[config.mk]
export PLATFORM = sky130hd
export DESIGN_NAME = uart_frame_tx
export DESIGN_NICKNAME = d
export VERILOG_FILES = /design/src/rtl/uart_link_pkg.sv /design/src/rtl/uart_frame_tx_serializer.sv /design/src/rtl/uart_frame_tx.sv
export SDC_FILE = /design/constraint.sdc
export NUM_CORES = 1
export LEC_CHECK = 0
export ABC_AREA = 0
export CAP_MARGIN = 20
export CORE_AREA = 2 2 103 105
export DETAILED_ROUTE_END_ITERATION = 7
export DIE_AREA = 0 0 105 107
export PLACE_DENSITY = 0.73
export SLEW_MARGIN = 20
export SYNTH_ARGS = -nofsm -noshare
export SYNTH_HDL_FRONTEND = slang
export SYNTH_SLANG_ARGS = --single-unit
[constraint.sdc]
create_clock -name clk -period 7.55 [get_ports clk]
set_clock_uncertainty 0.15 [all_clocks]
set_input_delay 1.51 -clock clk [delete_from_list [all_inputs] [get_ports clk]]
set_output_delay 1.51 -clock clk [all_outputs]
set_load 0.005 [all_outputs]
[src/rtl/uart_link_pkg.sv]
// UART control link shared definitions.
// Used by the TX framer and the RX frame parser.
package uart_link_pkg;

  localparam int PAYLOAD_BITS = 8;
  localparam int FRAME_BYTES = 3;
  localparam logic [7:0] TERMINATOR = 8'h0A;

  typedef enum logic {
    F_IDLE,
    F_SEND
  } frame_state_t;

  typedef enum logic [1:0] {
    B_IDLE,
    B_START,
    B_DATA,
    B_STOP
  } byte_state_t;

  function automatic int cycles_per_bit(
    input int clk_hz,
    input int bit_rate
  );
    return clk_hz / bit_rate;
  endfunction

endpackage

[src/rtl/uart_frame_tx_serializer.sv]
// 8N1 byte serializer with baud timing.
// Chains straight into the next byte when started on the stop bit.
module uart_byte_serializer #(
  parameter int CYCLES_PER_BIT = 4,
  parameter int DATA_BITS = 8
) (
  input  logic                 clk,
  input  logic                 reset_uart,
  input  logic [DATA_BITS-1:0] byte_in,
  input  logic                 byte_start,
  output logic                 txd,
  output logic                 byte_done,
  output logic                 ser_busy
);
  import uart_link_pkg::*;

  localparam int BW = $clog2(CYCLES_PER_BIT);
  localparam logic [BW-1:0] BAUD_LAST =
    BW'(CYCLES_PER_BIT - 1);
  localparam logic [2:0] BIT_LAST = 3'(DATA_BITS - 1);

  byte_state_t state, state_n;
  logic [BW-1:0] baud;
  logic [2:0] bitc;
  logic [2:0] bitc_nx;
  logic [DATA_BITS-1:0] shreg;
  logic bit_end;
  logic load;

  assign bit_end = (baud == BAUD_LAST);
  assign bitc_nx = bitc + 3'd1;
  assign ser_busy = (state != B_IDLE);

  // Next-state, byte_done and load decode.
  always_comb begin
    state_n = state;
    byte_done = 1'b0;
    load = 1'b0;
    unique case (state)
      B_IDLE: begin
        if (byte_start) begin
          state_n = B_START;
          load = 1'b1;
        end
      end
      B_START: begin
        if (bit_end) state_n = B_DATA;
      end
      B_DATA: begin
        if (bit_end && bitc == BIT_LAST)
          state_n = B_STOP;
      end
      B_STOP: begin
        if (bit_end) begin
          byte_done = 1'b1;
          if (byte_start) begin
            state_n = B_START;
            load = 1'b1;
          end else begin
            state_n = B_IDLE;
          end
        end
      end
      default: state_n = B_IDLE;
    endcase
  end

  // State, counters and the registered line driver.
  always_ff @(posedge clk) begin
    if (reset_uart) begin
      state <= B_IDLE;
      baud <= '0;
      bitc <= '0;
      shreg <= '0;
      txd <= 1'b1;
    end else begin
      state <= state_n;
      if (state == B_IDLE || bit_end)
        baud <= '0;
      else
        baud <= baud + 1'b1;
      if (load) begin
        shreg <= byte_in;
        bitc <= '0;
        txd <= 1'b0;
      end else if (bit_end) begin
        unique case (state)
          B_START: txd <= shreg[0];
          B_DATA: begin
            if (bitc == BIT_LAST) begin
              txd <= 1'b1;
            end else begin
              txd <= shreg[bitc_nx];
              bitc <= bitc_nx;
            end
          end
          B_STOP: txd <= 1'b1;
          default: txd <= 1'b1;
        endcase
      end
    end
  end

endmodule

[src/rtl/uart_frame_tx.sv]
// UART frame transmitter: 24-bit word as 3 bytes MSB first plus terminator.
// One-deep holding buffer lets back-to-back frames stream without a gap.
module uart_frame_tx #(
  parameter int CLK_HZ = 27_000_000,
  parameter int BIT_RATE = 9600,
  parameter int PAYLOAD_BITS = uart_link_pkg::PAYLOAD_BITS,
  parameter int FRAME_BYTES = uart_link_pkg::FRAME_BYTES,
  parameter logic [PAYLOAD_BITS-1:0] TERMINATOR =
    uart_link_pkg::TERMINATOR
) (
  input  logic clk,
  input  logic reset_uart,
  input  logic [FRAME_BYTES*PAYLOAD_BITS-1:0] frame_data,
  input  logic frame_valid,
  output logic frame_ready,
  output logic uart_tx,
  output logic tx_busy,
  output logic [15:0] frames_sent
);
  import uart_link_pkg::*;

  localparam int CPB = cycles_per_bit(CLK_HZ, BIT_RATE);
  localparam int WW = FRAME_BYTES * PAYLOAD_BITS;
  localparam int IW = $clog2(FRAME_BYTES + 1);
  localparam logic [IW-1:0] IDX_LAST = IW'(FRAME_BYTES);

  frame_state_t fstate, fstate_n;
  logic [IW-1:0] idx, idx_n;
  logic [WW-1:0] work_q, hold_q;
  logic hold_full, hold_full_n;
  logic ready_q;
  logic take, accept, cnt_inc;
  logic [15:0] frames_q, frames_n;
  logic [PAYLOAD_BITS-1:0] byte_in;
  logic byte_start, byte_done, ser_busy, txd;

  function automatic logic [PAYLOAD_BITS-1:0] pick(
    input logic [WW-1:0] w,
    input logic [IW-1:0] i
  );
    if (i == IDX_LAST) return TERMINATOR;
    return w[WW - PAYLOAD_BITS - int'(i) * PAYLOAD_BITS
             +: PAYLOAD_BITS];
  endfunction

  assign frame_ready = ready_q & ~reset_uart;
  assign accept = frame_valid & frame_ready;
  assign tx_busy = (fstate != F_IDLE) | hold_full;
  assign uart_tx = txd;
  assign frames_sent = frames_q;

  // Frame sequencing; the next byte is presented on byte_done so it chains.
  always_comb begin
    fstate_n = fstate;
    idx_n = idx;
    take = 1'b0;
    cnt_inc = 1'b0;
    byte_start = 1'b0;
    byte_in = pick(work_q, idx);
    unique case (fstate)
      F_IDLE: begin
        if (hold_full) begin
          take = 1'b1;
          idx_n = '0;
          fstate_n = F_SEND;
        end
      end
      F_SEND: begin
        if (!ser_busy) begin
          byte_start = 1'b1;
        end else if (byte_done) begin
          if (idx == IDX_LAST) begin
            cnt_inc = 1'b1;
            if (hold_full) begin
              take = 1'b1;
              idx_n = '0;
              byte_start = 1'b1;
              byte_in = pick(hold_q, '0);
            end else begin
              fstate_n = F_IDLE;
            end
          end else begin
            idx_n = idx + 1'b1;
            byte_start = 1'b1;
            byte_in = pick(work_q, idx + 1'b1);
          end
        end
      end
      default: fstate_n = F_IDLE;
    endcase
    hold_full_n = accept | (hold_full & ~take);
    frames_n = frames_q + {15'd0, cnt_inc};
  end

  // Controller state, holding/working registers and frame counter.
  always_ff @(posedge clk) begin
    if (reset_uart) begin
      fstate <= F_IDLE;
      idx <= '0;
      work_q <= '0;
      hold_q <= '0;
      hold_full <= 1'b0;
      ready_q <= 1'b1;
      frames_q <= '0;
    end else begin
      fstate <= fstate_n;
      idx <= idx_n;
      hold_full <= hold_full_n;
      ready_q <= ~hold_full_n;
      frames_q <= frames_n;
      if (take) work_q <= hold_q;
      if (accept) hold_q <= frame_data;
    end
  end

  uart_byte_serializer #(
    .CYCLES_PER_BIT(CPB),
    .DATA_BITS(PAYLOAD_BITS)
  ) u_ser (
    .clk(clk),
    .reset_uart(reset_uart),
    .byte_in(byte_in),
    .byte_start(byte_start),
    .txd(txd),
    .byte_done(byte_done),
    .ser_busy(ser_busy)
  );

endmodule

* Yosys cells after proc, flatten, opt, wreduce, memory -nomap -nowiden
Index checks and enable logic that the tools add are counted.
Storage, ports and cells: register bits after elaboration 95, output and inout bits 19, word-level logic and storage cells 106, input port bits 27
Operators by class: order comparisons 1, equality and inequality tests 13, $add $sub $neg 6, reduce and logical (&&, ||, !) cells 10, shifts and indexed selects 2, mux-type cells 52, bitwise operators 10
Operator list (count):
- $mux 8 | 9
- $shiftx 24x6->8 | 2
- $mux 1 | 28
- $add 16x1->16 | 1
- $mux 2 | 8
- $add 12x1->12 const B | 1
- $eq 12x12->1 const B | 1
- $sub 5x5->6 const A | 2
- $ne 2x1->1 const B | 5
- $eq 2x2->1 const B | 4
- $pmux 1 s2 | 4
- $pmux 2 s4 | 1
- $not 1->1 | 5
- $lt 3x4->1 const B | 1
- $pmux 2 s2 | 1
- $reduce_and 4->1 | 1
- $reduce_bool 2->1 | 2
- $reduce_or 2->1 | 2
- $add 3x1->3 const B | 1
- $and 1x1->1 | 3
- $bmux 1 s3 | 1
- $eq 3x3->1 const B | 1
- $reduce_and 3->1 | 1
- $add 2x1->2 const B | 1
- 7 further kinds | 8

* Logic depth before layout (Yosys ltp)
Gate-level depths: netlist (run 1).
word-level depth 12, gate-level depth with buffers 12, depth with buffers taken out 10

* Cells and area by module
From an unflattened synthesis (run 1), not the netlist that was laid out.
Unflattened totals: cell total of the unflattened synthesis 529, area total of the unflattened synthesis 4483.0 um2
Modules (own cells, without submodules):
- uart_frame_tx | area each 3163.0 um2, cells an instance 399, instances 1, seq. area each 1381.3 um2
- uart_byte_serializer | area each 1320.0 um2, cells an instance 130, instances 1, seq. area each 520.5 um2

* Worst setup path after synthesis (run 1)
No wires, ideal clock.
path type input port to output port, from input port reset_uart, to output port frame_ready, cell stages on the path 2, arrival 1.831 ns, path slack 4.059 ns, data required time 5.890 ns, path buffers 1, cell sequence clkbuf_1 -> nor2b_1
Between the ends: word-level cells in the longest chain between the ends 2
Ends and longest elaborated chain:
- start: declaration | line uart_frame_tx.sv:12 | input logic reset_uart,
- $not 1->1 | line uart_frame_tx.sv:46 | assign frame_ready = ready_q & ~reset_uart;
- $and 1x1->1 | line uart_frame_tx.sv:46
- end: declaration | line uart_frame_tx.sv:15 | output logic frame_ready,
No other way between the ends.

* Final worst setup path (run 1)
Ends and elaborated chain as after synthesis.

==> results.cfg, run 1 <==
[run_status]
status = complete, no violations

[synth]
yosysMostFrequentCell = dfxtp_1
synthFlopType = dfxtp_1
syn-num-nets = 533
netlist.area_leader.share_pct = 43.0
synth_top_area_cell = dfxtp_1
synth-seq-cells = 95
syn-cell-area_sq_um = 4420
postSynthCellCount = 494
synth_warnings = 0
synth_area_leaders = dfxtp_1 43%, mux2i_1 7.7%, nor2_1 4.6%, nand2_1 3.6%, ha_1 3.4%
yosysSeqAreaShare_pct = 43.0
ys_async_sr_fraction_pct = 0
yosysUniqueCellTypes = 49
synth_edf_count = 0
syn_avg_cell_area_sq_um = 8.96
synth_common_cells = 95 x dfxtp_1, 54 x nor2_1, 42 x nand2_1

[worst_setup_path]
worst-path-buf-inv = 3
slowest_delay_ns = 0.55
cp_cell_sequence = buf_2 -> buf_4 -> nor2b_1 -> clkdlybuf4s50_1
critPathRequiredTime_ns = 5.89
crit_slowest_cell = buf_4
worstSetupStartpointType = primary input
cpLargestDelayFamily = buffers and inverters
crit_arrival_ns = 2.79
critPathKind = in2out
critPathCaptureType = output pin
crit_fanout = 80

[floorplanning]
num_rows = 37
die_x_um = 105
die-area_sq_um = 11200
die_h_um = 107
core_sq_um = 10100
io_pins = 46
initial_core_util_pct = 43.8

[power]
pwr-share-seq_pct = 50.5
p_int_uw = 798
peakVddDrop_uv = 104
leakage_uw = 0.00203
combPwrFrac_pct = 11.2
clkPwrFrac_pct = 38.3
p_per_area_nw_per_um2 = 204
power.switching_uw = 262
p_sw_share_pct = 24.7

[clock_network]
postCtsHoldBufs = 0
clockBufferDepth = 2
clk-insertion-delay-late_ns = 0.37
htree_levels = 3
path_clk_slew_ns = 0.09
clkSinkCount = 95
clock-root-buffer = clkbuf_8
cts_tree = yes
cts_resized = 0
post-cts-setup-buffers = 0
cts_buffers = 9

[sta]
fin_crit_ns = 4.45
slew_headroom_pct = 36.3
fin_setup_tns_ns = 0
finalCritPeriodShare_pct = 59.0
finalSetupViolations = 0
hold_slack_ns = 0.322
rsz0062_at_grt = no
drv_slew = 0
tightest_slew_ns = 0.955
clock.fmax_ghz = 0.225
hold_viol = 0

[grt]
grt_pass1_vias = 3389
grt_max_degree = 81
grt.total_usage_pct = 17.6
antenna_found_initial = 0
grt_pass1_wl_um = 16000
grt-ovfl-total = 0

[flow_run]
cap_violations = 0

[placement]
detailedPlacementHpwl_um = 6590
place.gp.congestion = 0.772
portBuffers = 45
dp_cells = 650

[finish]
fill_cells = 959
diodes = 0
nets = 564
layout-drive-gt1-share_pct = 7.17
stdcell_count = 666
synthToLayoutAreaGrowth_pct = 17.4

[drt]
drc = 0
wl_um = 9480
first_pass_iters = 6
vias = 3581
avgViaCountPerCell = 5.38
drtAntennaViolNets = 0
wl_per_cell_um = 14.2
drtIter0Drc = 167

[min_path]
hold_class = reg2reg
## stage by stage
stage / instance area, sq um / util, % / setup WS, ns / total power [uW]
finish: 5190 / 51.5 / 3.10 / 1060
global route: 5190 / 51.5 / 2.95 / 1110
CTS: 5190 / 51.5 / 3.07 / 1070
detailed placement: 4950 / 49.1 / 3.07 / 664
global placement: 4950 / 49.1 / 3.09 / 659
floorplan: 4420 / - / 4.06 / 626
## power by group through the flow
stage               Combinational (uW)  Clock (uW)  Sequential (uW)
CTS                                119         413              535
global route                       131         436              538
detailed placement                 118           0              546
floorplan                         84.3           0              541
global placement                   114           0              545
finish                             118         406              535
## final timing paths
kind | start | to | slack [ns] | depth (start not counted)
min | u_ser.baud[0] | u_ser.baud[0] | 0.32 | 1
min reg2reg | u_ser.baud[0] | u_ser.baud[0] | 0.32 | 1
max | reset_uart | frame_ready | 3.10 | 4
max reg2reg | idx[0] | frames_sent[14] | 4.05 | 9
## sequential cells by signal (all words and copies together) (netlist names)
register,flops
idx,2
hold_q,24
work_q,24
u_ser.state,2
fstate,1
ready_q,1
frames_sent,16
u_ser.shreg,8
u_ser.bitc,3
u_ser.baud,12
u_ser.txd,1
hold_full,1
## cell families after synthesis
kind of cell | Yosys count | synth area share, %
and+or+nand+nor | 176 | 20.2
AOI/OAI and AO/OA | 103 | 15.4
DFF | 95 | 43.0
buffers and inverters | 44 | 3.99
muxes | 40 | 9.22
xor gates and xnor gates | 24 | 4.75
adders and majority gates | 12 | 3.39
## layout make-up
cell class | count | area, sq um | share of cell area [%]
Timing Repair Buffer | 49 | 475 | 9.15
Clock buffer | 9 | 124 | 2.38
Tap cell | 136 | 170 | 3.28
Multi-Input combinational cell | 355 | 2350 | 45.2
Clock inverter | 7 | 118 | 2.26
Sequential cell | 95 | 1900 | 36.6
Inverter | 15 | 56.3 | 1.08
## cells in the final DEF (no fill, tap or decap), types with 5 or more instances in the layout
cell type	instances
a21oi_1	25
a22oi_1	8
a31o_2	6
a32o_1	6
and3_1	5
clkbuf_8	9
clkdlybuf4s50_1	44
dfxtp_1	95
ha_1	12
inv_1	15
mux2_2	6
mux2i_1	34
nand2_1	42
nand2b_1	23
nand3_1	9
nand4_1	7
nor2_1	54
nor2b_1	6
o211ai_1	6
o21ai_0	27
o31ai_1	9
xnor2_1	7
xor2_1	17
## metal layers
| metal | vias up | wire length, um | GRT usage, % |
|---|---|---|---|
| li1 | 1804 | - | - |
| met1 | 1681 | 4300 | 21.2 |
| met2 | 78 | 4650 | 29.9 |
| met3 | 18 | 307 | 3.16 |
| met4 | 0 | 225 | 9.24 |
| met5 | - | 0 | 0 |
Note: power is estimated with default switching activity, not from simulation.
==> run 2, diff against run 1 <==
==> constraint.sdc (replaced) <==
create_clock -name clk -period 4.5 [get_ports clk]
set_clock_uncertainty 0.15 [all_clocks]
set_input_delay 0.9 -clock clk [delete_from_list [all_inputs] [get_ports clk]]
set_output_delay 0.9 -clock clk [all_outputs]
set_load 0.005 [all_outputs]
==> results.cfg, run 2 (same netlist as run 1, synthesis figures left out) <==
[run_status]
status = complete, no violations

[worst_setup_path]
worst_r2r_endpoint = frames_sent[14]
crit_cells = 9
reg2reg_depth = 9
critPathCaptureType = flip-flop
critPathRequiredTime_ns = 4.59
worstSetupStartpointType = flip-flop
cpLargestDelayFamily = adder cells
crit_fanout = 18
rr_startpoint = idx[0]
worst-path-buf-inv = 0
crit_slowest_cell = dfxtp_1
crit_arrival_ns = 3.17
ff2ff_setup_slack_ns = 1.42
cp_cell_sequence = ha_1 -> nand2_1 -> nor4b_1 -> ha_1 -> ha_1 -> and3_1 -> nand4_1 -> xor2_1 -> nor2_1
slowest_delay_ns = 0.71
critPathKind = reg2reg
crit_path_frequent_cell = ha_1

[drt]
drtIter0Drc = 211
drc = 0
wl_per_cell_um = 14.1
avgViaCountPerCell = 5.35
wl_um = 9370
drtAntennaViolNets = 0
vias = 3566
first_pass_iters = 4

[grt]
grt_pass1_wl_um = 15900
grt.total_usage_pct = 17.3
grt_max_degree = 80
grt-ovfl-total = 0
antenna_found_initial = 0
grt_pass1_vias = 3386

[power]
leakage_uw = 0.00201
finalPower_uw = 1680
peakVddDrop_uv = 158
p_per_area_nw_per_um2 = 325

[sta]
finalCritPeriodShare_pct = 68.5
slew_headroom_pct = 37.8
drv_slew = 0
fin_setup_tns_ns = 0
rsz0062_at_grt = no
finalSetupViolations = 0
clock.fmax_ghz = 0.325
tightest_slew_ns = 0.933
fin_crit_ns = 3.08
hold_slack_ns = 0.318
hold_viol = 0

[finish]
synthToLayoutAreaGrowth_pct = 16.7
layout-drive-gt1-share_pct = 7.34
layout_commonest_cell = dfxtp_1
diodes = 0
nets = 565
multiInputGateArea_sq_um = 2350
regArea_sq_um = 1900
stdcell_count = 667
fill_cells = 974
final_cell_mix = 95 x dfxtp_1, 54 x nor2_1, 44 x clkdlybuf4s50_1

[clock_network]
cts_tree = yes
clkSinkCount = 95
clockBufferDepth = 2
clk-insertion-delay-late_ns = 0.36
postCtsHoldBufs = 0
cts_buffers = 9
path_clk_slew_ns = 0.10
post-cts-setup-buffers = 0
clock-root-buffer = clkbuf_8
htree_levels = 3
cts_resized = 0

[floorplanning]
die_h_um = 107
num_rows = 37
initial_core_util_pct = 43.8
core_sq_um = 10100
io_pins = 46
die-area_sq_um = 11200
die_x_um = 105

[min_path]
hold_depth = 1
hold_path_end = u_ser.baud[0]
hold_class = reg2reg
hold_path_startpoint = u_ser.baud[0]

[placement]
portBuffers = 45
detailedPlacementHpwl_um = 6660
dp_cells = 651
place.gp.congestion = 0.865

[flow_run]
cap_violations = 0
==> run 2: cell types whose count changed in the layout (fill, tap and decap cells not counted), sizes merged <==
| cell | change |
|---|---|
| buf | +1 |
| clkinvlp | +1 |
| bufinv | -2 |
| clkbuf | +1 |
==> run 2: per-layer routing <==
metal	wire length [um]	vias to the layer above	GRT usage [%]
li1	-	1805	-
met1	4570	1695	22.6
met2	4330	52	27.9
met3	252	14	3.04
met4	212	0	8.00
met5	0	-	0
==> run 2: final cells by class <==
type | count | share of cell area, %
clock inverters | 6 | 1.26
inverters | 15 | 1.09
well taps | 136 | 3.30
flip-flops and latches | 95 | 36.8
repair buffers | 50 | 9.35
multi-input cells | 355 | 45.5
clock buffers | 10 | 2.67
==> run 2: worst max path at each step <==
stage / from / end
after floorplan: u_ser.baud[0] / frames_sent[14]
after global placement: idx[0] / frames_sent[14]
after detailed placement: idx[0] / frames_sent[14]
after CTS: idx[0] / frames_sent[14]
after global routing: idx[0] / frames_sent[14]
final: idx[0] / frames_sent[14]
==> run 2: stage by stage <==
step	setup slack, ns	utilization, %	cell area, sq um
after floorplan	1.58	-	4420
after global routing	1.17	51.2	5160
after global placement	1.55	49.2	4960
final	1.42	51.2	5160
after CTS	1.44	51.2	5160
after detailed placement	1.45	49.2	4960
==> run 2: power by group <==
part           internal (uW)  switching, uW  total [uW]  leakage, uW
registers                874           23.1         897     0.000772
clock network            274            309         584     0.000103
logic                   92.9            105         198      0.00114
==> run 3, diff against run 2 <==
--- a/config.mk
+++ b/config.mk
@@ -10,7 +10,7 @@
 export CORE_AREA = 2 2 103 105
 export DETAILED_ROUTE_END_ITERATION = 7
 export DIE_AREA = 0 0 105 107
-export PLACE_DENSITY = 0.73
+export PLACE_DENSITY = 0.76
 export SLEW_MARGIN = 20
 export SYNTH_ARGS = -nofsm -noshare
 export SYNTH_HDL_FRONTEND = slang
==> constraint.sdc (replaced) <==
create_clock -name clk -period 2.7 [get_ports clk]
set_clock_uncertainty 0.15 [all_clocks]
set_input_delay 0.54 -clock clk [delete_from_list [all_inputs] [get_ports clk]]
set_output_delay 0.54 -clock clk [all_outputs]
set_load 0.005 [all_outputs]
==> results.cfg, run 3 (same netlist as run 1, synthesis figures left out) <==
[worst_setup_path]
critPathCaptureType = flip-flop
critPathKind = reg2reg
critPathRequiredTime_ns = 2.87
crit_arrival_ns = 2.75
crit_fanout = 14
worstSetupStartpointType = flip-flop

[placement]
placed_area_sq_um = 5050
dp_cells = 660
dp_slack_ns = 0.123
portBuffers = 45
place.gp.congestion = 0.830
detailedPlacementHpwl_um = 6850

[drt]
drtAntennaViolNets = 0
top_layer_used = met4
avgViaCountPerCell = 5.40
drtIter0Drc = 221
m1WireLength_um = 4260
wl_um = 9650
route.met3.wl_um = 454
first_pass_iters = 7
drc = 0
vias = 3650
route.met2.wl_um = 4700
wl_per_cell_um = 14.3

[finish]
fin_util_pct = 52.3
synthToLayoutAreaGrowth_pct = 19.3
diodes = 0
nets = 574
layout_commonest_cell = dfxtp_1
regArea_sq_um = 1900
fin_area_sq_um = 5280
stdcell_count = 676
multiInputGateArea_sq_um = 2380
final_cell_mix = 95 x dfxtp_1, 54 x nor2_1, 44 x clkdlybuf4s50_1
fill_cells = 963
layout-drive-gt1-share_pct = 9.81

[sta]
fin_crit_ns = 2.58
tightest_slew_ns = 0.724
finalCritPeriodShare_pct = 95.4
clock.fmax_ghz = 0.388
finalSetupViolations = 0
fin_ws_ns = 0.124
hold_viol = 0
fin_setup_tns_ns = 0
drv_slew = 0
slew_headroom_pct = 51.6
rsz0062_at_grt = no

[grt]
grt_pass1_vias = 3531
antenna_found_initial = 0
grt-ovfl-total = 0
grt_max_degree = 54
grt_pass1_wl_um = 16500
grt.total_usage_pct = 18.0

[power]
pwr-share-seq_pct = 52.9
combPwrFrac_pct = 12.0
power.switching_uw = 739
peakVddDrop_uv = 477
leakage_uw = 0.00207
p_per_area_nw_per_um2 = 535
p_sw_share_pct = 26.2
clkPwrFrac_pct = 35.1
p_int_uw = 2090

[clock_network]
clockBufferDepth = 2
cts_resized = 0
post-cts-setup-buffers = 0
clk-insertion-delay-late_ns = 0.37
htree_levels = 3
clkSinkCount = 95
cts_buffers = 9
postCtsHoldBufs = 0
path_clk_slew_ns = 0.10
cts_tree = yes
clock-root-buffer = clkbuf_8

[floorplanning]
core_sq_um = 10100
io_pins = 46
num_rows = 37
die-area_sq_um = 11200
die_x_um = 105
initial_core_util_pct = 43.8
die_h_um = 107

[min_path]
hold_class = reg2reg

[flow_run]
cap_violations = 0

[run_status]
status = complete, no violations
## run 3: final cells by class
type | instances | area share [%]
multi-input cells | 355 | 45.0
flip-flops and latches | 95 | 36.0
repair buffers | 59 | 10.7
well taps | 136 | 3.22
clock buffers | 10 | 2.61
clock inverters | 6 | 1.42
inverters | 15 | 1.07
## run 3: stage by stage
step	power [uW]	hold slack, ns
finish	2830	0.329
global route	2960	0.348
CTS	2860	0.332
detailed placement	1870	0.310
global placement	1850	0.289
floorplan	1750	0.276
## run 3: worst paths after layout
path                                        to  cells after the start      startpoint  slack [ns]
worst max-delay path            u_ser.shreg[6]                      7          idx[0]        0.12
worst min-delay path            u_ser.shreg[7]                      1  u_ser.shreg[7]        0.33
worst max register to register  u_ser.shreg[6]                      7          idx[0]        0.12
worst min register to register  u_ser.shreg[7]                      1  u_ser.shreg[7]        0.33
## run 3: critical path, cell delays in order (launching register included)
cell	delay (ns)
dfxtp_1	0.41
inv_1	0.08
ha_1	0.60
nor3b_1	0.67
a21oi_1	0.17
o21ai_0	0.13
a31o_2	0.18
a32o_1	0.13
## run 3: power groups by stage
stage | logic, uW | clock network, uW | registers (uW)
floorplan | 236 | 0 | 1510
global placement | 330 | 0 | 1520
detailed placement | 339 | 0 | 1530
CTS | 341 | 1020 | 1500
global route | 383 | 1080 | 1500
finish | 340 | 992 | 1490
## run 3: routing by layer
layer	GRT usage [%]	vias up
li1	-	1821
met1	21.6	1721
met2	30.8	90
met3	4.32	18
met4	8.10	0
met5	0	-
